===== config.mk =====
export PLATFORM = sky130hd
export DESIGN_NAME = seg7_reader
export DESIGN_NICKNAME = d
export VERILOG_FILES = /design/src/rtl/seg7_pkg.sv /design/src/rtl/seg7_decode.sv /design/src/rtl/seg7_reader.sv
export SDC_FILE = /design/constraint.sdc
export NUM_CORES = 1
export LEC_CHECK = 0
export ABC_AREA = 1
export CAP_MARGIN = 20
export CELL_PAD_IN_SITES_DETAIL_PLACEMENT = 2
export CELL_PAD_IN_SITES_GLOBAL_PLACEMENT = 2
export CORE_ASPECT_RATIO = 1.75
export CORE_UTILIZATION = 30
export CTS_CLUSTER_DIAMETER = 150
export DETAILED_ROUTE_END_ITERATION = 8
export PLACE_DENSITY_LB_ADDON = 0.1
export SLEW_MARGIN = 10
export SYNTH_ARGS = -nofsm -noshare
export SYNTH_HDL_FRONTEND = slang
export SYNTH_SLANG_ARGS = --single-unit

===== constraint.sdc =====
create_clock -name clk -period 4.3 [get_ports clk]
set_clock_uncertainty 0.1 [all_clocks]
set_input_delay 0.645 -clock clk [delete_from_list [all_inputs] [get_ports clk]]
set_output_delay 0.645 -clock clk [all_outputs]
set_load 0.02 [all_outputs]

===== src/rtl/seg7_pkg.sv =====
// seg7_pkg: segment LUT (a=bit0, index = hex digit), blank pattern and seg7_reader FSM state encoding
package seg7_pkg;
  localparam logic [15:0][6:0] SEG_LUT = {
    7'h71, 7'h79, 7'h5E, 7'h39, 7'h7C, 7'h77, 7'h6F, 7'h7F,
    7'h07, 7'h7D, 7'h6D, 7'h66, 7'h4F, 7'h5B, 7'h06, 7'h3F
  };
  localparam logic [6:0] SEG_BLANK = 7'h00;
  typedef enum logic [1:0] {IDLE = 2'd0, SETTLE = 2'd1, LOCKED = 2'd2} state_t;
endpackage


===== src/rtl/seg7_decode.sv =====
// seg7_decode: combinational seg[6:0] -> {valid, digit[3:0]} lookup against SEG_LUT
module seg7_decode
  import seg7_pkg::*;
(
  input  logic [6:0] seg,
  output logic       valid,
  output logic [3:0] digit
);
  always_comb begin
    valid = 1'b0;
    digit = 4'd0;
    for (int i = 0; i < 16; i++)
      if (seg == SEG_LUT[i]) begin
        valid = 1'b1;
        digit = 4'(i);
      end
  end
endmodule


===== src/rtl/seg7_reader.sv =====
// seg7_reader: debounce/decode a 7-seg bus (clk, rst_n sync low, ena, seg_i) into digit/valid/invalid/change/dir/change_cnt; step_err outputs live only under SEG7_READER_STEP_CHECK_EN
module seg7_reader
  import seg7_pkg::*;
#(
  parameter int STABLE_CYCLES  = 4,
  parameter bit SEG_ACTIVE_LOW = 1'b0,
  parameter int CNT_W          = 16
) (
  input  logic             clk,
  input  logic             rst_n,
  input  logic             ena,
  input  logic [7:0]       seg_i,
  output logic [3:0]       digit_o,
  output logic             digit_valid_o,
  output logic             invalid_o,
  output logic             change_o,
  output logic             dir_up_o,
  output logic [CNT_W-1:0] change_cnt_o,
  output logic             step_err_o,
  output logic [7:0]       step_err_cnt_o
);
  localparam logic [7:0] LAST = 8'(STABLE_CYCLES - 1);
  logic [6:0] seg_q, cand;
  logic [7:0] cnt;
  state_t state, state_nx;
  logic load, commit, dec_valid, have_prev, moved;
  logic [3:0] dec_digit, step;
  logic unused_dp;
  assign unused_dp = seg_i[7];
  assign load = seg_q != cand;
  assign step = dec_digit - digit_o;
  assign moved = have_prev && dec_valid && dec_digit != digit_o;
  seg7_decode u_dec (.seg(cand), .valid(dec_valid), .digit(dec_digit));
  always_ff @(posedge clk)
    if (!rst_n) state <= IDLE;
    else if (ena) state <= state_nx;
  always_comb begin
    commit   = state == SETTLE && cnt == LAST;
    state_nx = load ? SETTLE : commit ? LOCKED : state;
  end
  always_ff @(posedge clk)
    if (!rst_n) begin
      seg_q         <= SEG_BLANK;
      cand          <= SEG_BLANK;
      cnt           <= '0;
      digit_o       <= '0;
      digit_valid_o <= 1'b0;
      invalid_o     <= 1'b0;
      change_o      <= 1'b0;
      dir_up_o      <= 1'b0;
      change_cnt_o  <= '0;
      have_prev     <= 1'b0;
    end else if (ena) begin
      seg_q    <= SEG_ACTIVE_LOW ? ~seg_i[6:0] : seg_i[6:0];
      cand     <= load ? seg_q : cand;
      cnt      <= load ? 8'd0 : cnt == LAST ? cnt : cnt + 8'd1;
      change_o <= commit && moved;
      if (commit) begin
        digit_valid_o <= dec_valid;
        invalid_o     <= !dec_valid;
        if (dec_valid) begin
          digit_o   <= dec_digit;
          have_prev <= 1'b1;
        end
        if (moved) begin
          change_cnt_o <= &change_cnt_o ? change_cnt_o : change_cnt_o + 1'b1;
          dir_up_o     <= step == 4'd1 ? 1'b1 : step == 4'hF ? 1'b0 : dir_up_o;
        end
      end
    end
`ifdef SEG7_READER_STEP_CHECK_EN
  always_ff @(posedge clk)
    if (!rst_n) begin
      step_err_o     <= 1'b0;
      step_err_cnt_o <= '0;
    end else if (ena && commit && moved && step != 4'd1 && step != 4'hF) begin
      step_err_o     <= 1'b1;
      step_err_cnt_o <= &step_err_cnt_o ? step_err_cnt_o : step_err_cnt_o + 8'd1;
    end
`else
  assign step_err_o     = 1'b0;
  assign step_err_cnt_o = 8'd0;
`endif
endmodule


==> results.yml <==
synth:
  syn-instance-count: 424
  synth_top_area_cell: "dfxtp_1"
  netlist_top_cells_area: "dfxtp_1 34%, nand2_1 12%, nor2_1 7.0%, a21oi_1 6.1%, nand3_1 5.7%"
  syn_avg_cell_area_um2: 6.82
  ys_warn_count: 0
  yosysTopAreaCellShare_pct: 33.9
  ys_ff_latch: 49
  netlist_area_um2: 2890
  synth_cell_types: 34
  yosysSeqAreaShare_pct: 33.9
timing:
  relSlewSlack_pct: 56.2
  hold_viol_final: 0
  timing.fmax_mhz: 352
  fin_crit_ns: 2.84
  period_share_pct: 66.1
  worst_pin_slew_ns: 0.652
  hold_ws_ns: 0.373
  rsz0062_at_grt: "no"
  setup_viol: 0
  setup-tns-final_ns: 0
  slew_violations: 0
job:
  maxCapViolCount: 0
routing:
  ant_nets: 0
  drtIter0Drc: 109
  post-route-drc-count: 0
  first_pass_iters: 3
  vias_per_cell: 4.98
  drt_wl_total_mm: 9.40
  vias: 2889
  wire_per_inst_um: 16.2
clock_tree:
  cts_resized: 0
  path_clk_slew_ns: 0.07
  clkLatencyLatePin_ns: 0.30
  cts_max_level: 2
  cts.sinks: 49
  clock_path_buffers: 2
  cts_tree: "built"
  cts_made_buffers: 5
  clockRootBuffer: "clkbuf_16"
  cts-hold-fix-buffers: 0
  postCtsSetupBuffers: 0
global_route:
  grt-ovfl-total: 0
  grt_pass1_wl_mm: 15.6
  grt_use_met2_pct: 42.0
  grt_use_met1_pct: 17.7
  antenna_found_initial: 0
  grt_pass1_vias: 3220
  top_usage_layer: "met2"
  track_usage_pct: 19.8
  met3_usage_pct: 2.77
  grt_start_max_net_pins: 23
setup_path:
  worstPathRequired_ns: 4.39
  cp_slowest_cell: "dfxtp_1"
  cp_top_family: "simple AND/OR/NAND/NOR gates"
  timing_worst_setup_path_type: "flop to flop"
  start_kind: "flop"
  ff2ff_path_depth: 15
  endpoint_kind: "flop"
  slowest_delay_ns: 0.49
  cp.depth: 15
  cp_data_arrival_time_ns: 2.93
  cp_max_fo: 16
  cp_num_buf_inv: 2
  crit_chain: "inv_1 -> nand2_1 -> nor2_1 -> nand2_1 -> nand3_1 -> a21oi_1 -> o2111ai_1 -> nor2_1 -> ha_1 -> inv_1 -> nor2_1 -> nand3_2 -> nand4_2 -> nand2_1 -> a21oi_1"
final_layout:
  final_cell_area_um2: 3490
  syn_to_final_growth_pct: 20.9
  n_antenna_cell: 0
  final_util_pct: 37.1
  nets: 474
  drive_gt1_share_pct: 7.42
  stdcell_count: 580
die:
  num_rows: 47
  ioPinCount: 44
  core_um2: 9410
  die_w_um: 76.2
  die_y_um: 132
  start_util_pct: 30.7
  die_area_um2: 10000
power_and_ir_drop:
  leakage_nw: 1.33
  sw_frac_of_total_pct: 25.6
  cell_internal_pwr_mw: 0.791
  p_per_area_nw_per_um2: 304
  switchingPower_mw: 0.272
  clkPwrFrac_pct: 46.1
  peakVddDrop_mv: 0.176
  combPwrFrac_pct: 8.5
  seqPwrFrac_pct: 45.4
hold_path:
  hold_depth: 2
  hp-class: "flop to flop"
placement:
  routabilityCongestion: 0.825
  dp_hpwl_mm: 7.32
  place_area_um2: 3310
  dp_cells: 572
  portBuffers: 33
status:
  status: "finished, final reports clean"
placed cells by master (no fill, tap or decap), drive strengths merged:
master	n
ha	5
a21oi	35
or2	1
nand2	96
a211oi	1
nand4	13
nand3	35
xnor2	10
nor4	3
dfxtp	49
clkdlybuf4s50	33
o2111ai	1
xor2	14
o21ai	20
fa	1
nor3b	1
o21bai	1
clkinv	1
bufinv	1
nor3	9
conb	9
a31oi	2
buf	4
clkbuf	6
nor2	62
inv	45
routing by layer:
metal / share of wire [%] / wire length, um
met1: 35 / 3320
met2: 59 / 5580
met3: 2.1 / 200
met4: 3.1 / 289
met5: 0 / 0
state kept, by name, summed over array words and instances (netlist names):
signal / count
cnt: 8
change_o: 1
invalid_o: 1
change_cnt_o: 16
have_prev: 1
digit_o: 4
cand: 7
state: 2
seg_q: 7
dir_up_o: 1
digit_valid_o: 1
worst paths after layout:
check | start | end | slack [ns]
worst max-delay path | cand[4] | change_cnt_o[6] | 1.46
worst min-delay path | change_o | change_o | 0.37
worst max register to register | cand[4] | change_cnt_o[6] | 1.46
worst min register to register | change_o | change_o | 0.37
layout make-up:
cell class                 instances  area, um^2
clock buffer                       6         139
multi-input combinational        319        1650
tap                              122         153
clock inverter                     2        41.3
inverter                          45         169
timing repair buffer              37         360
sequential                        49         981
fill                            1163        5920
worst register-to-register path: cells and delay by family, from the launching register on:
kind	cells	cell delay, ns
fa+ha+maj	1	0.28
compound gates	3	0.33
flops	1	0.49
simple gates	9	1.33
buf+inv	2	0.21
cell families (layout without fill, tap and decap cells):
kind of cell	count (synthesis)	count (layout)	synth area share, %
AO/OA/AOI/OAI	60	60	11.0
XOR/XNOR	24	24	7.27
adder cells (fa/ha/maj)	6	6	2.86
buffers and inverters	64	90	10.0
flip-flops	49	49	33.9
other	1	9	0.130
AND/OR/NAND/NOR	220	220	34.8
metrics by stage:
step	power (mW)	setup slack, ns
after global routing	1.11	1.14
after floorplan	0.557	1.95
final	1.06	1.46
after detailed placement	0.586	1.29
after CTS	1.08	1.38
after global placement	0.584	1.38
Yosys cell counts, drive strengths merged:
| cell type | instances |
|---|---|
| clkbuf | 5 |
| buf | 14 |
| or2 | 1 |
| fa | 1 |
| clkinv | 1 |
| o21ai | 20 |
| nor2 | 62 |
| inv | 44 |
| a211oi | 1 |
| nand2 | 96 |
| nor3b | 1 |
| nor3 | 9 |
| xnor2 | 10 |
| conb | 1 |
| nand4 | 13 |
| o2111ai | 1 |
| a31oi | 2 |
| xor2 | 14 |
| nor4 | 3 |
| a21oi | 35 |
| o21bai | 1 |
| ha | 5 |
| dfxtp | 49 |
| nand3 | 35 |
power by group through the flow:
stage          logic [mW]  registers (mW)  clock network (mW)
2_1_floorplan      0.0705           0.486                   0
3_3_place_gp       0.0911           0.493                   0
3_5_place_dp       0.0925           0.493                   0
4_1_cts            0.0930           0.483               0.508
5_1_grt             0.103           0.484               0.523
6_report           0.0907           0.482               0.490
Power figures use the tool's default switching activity.
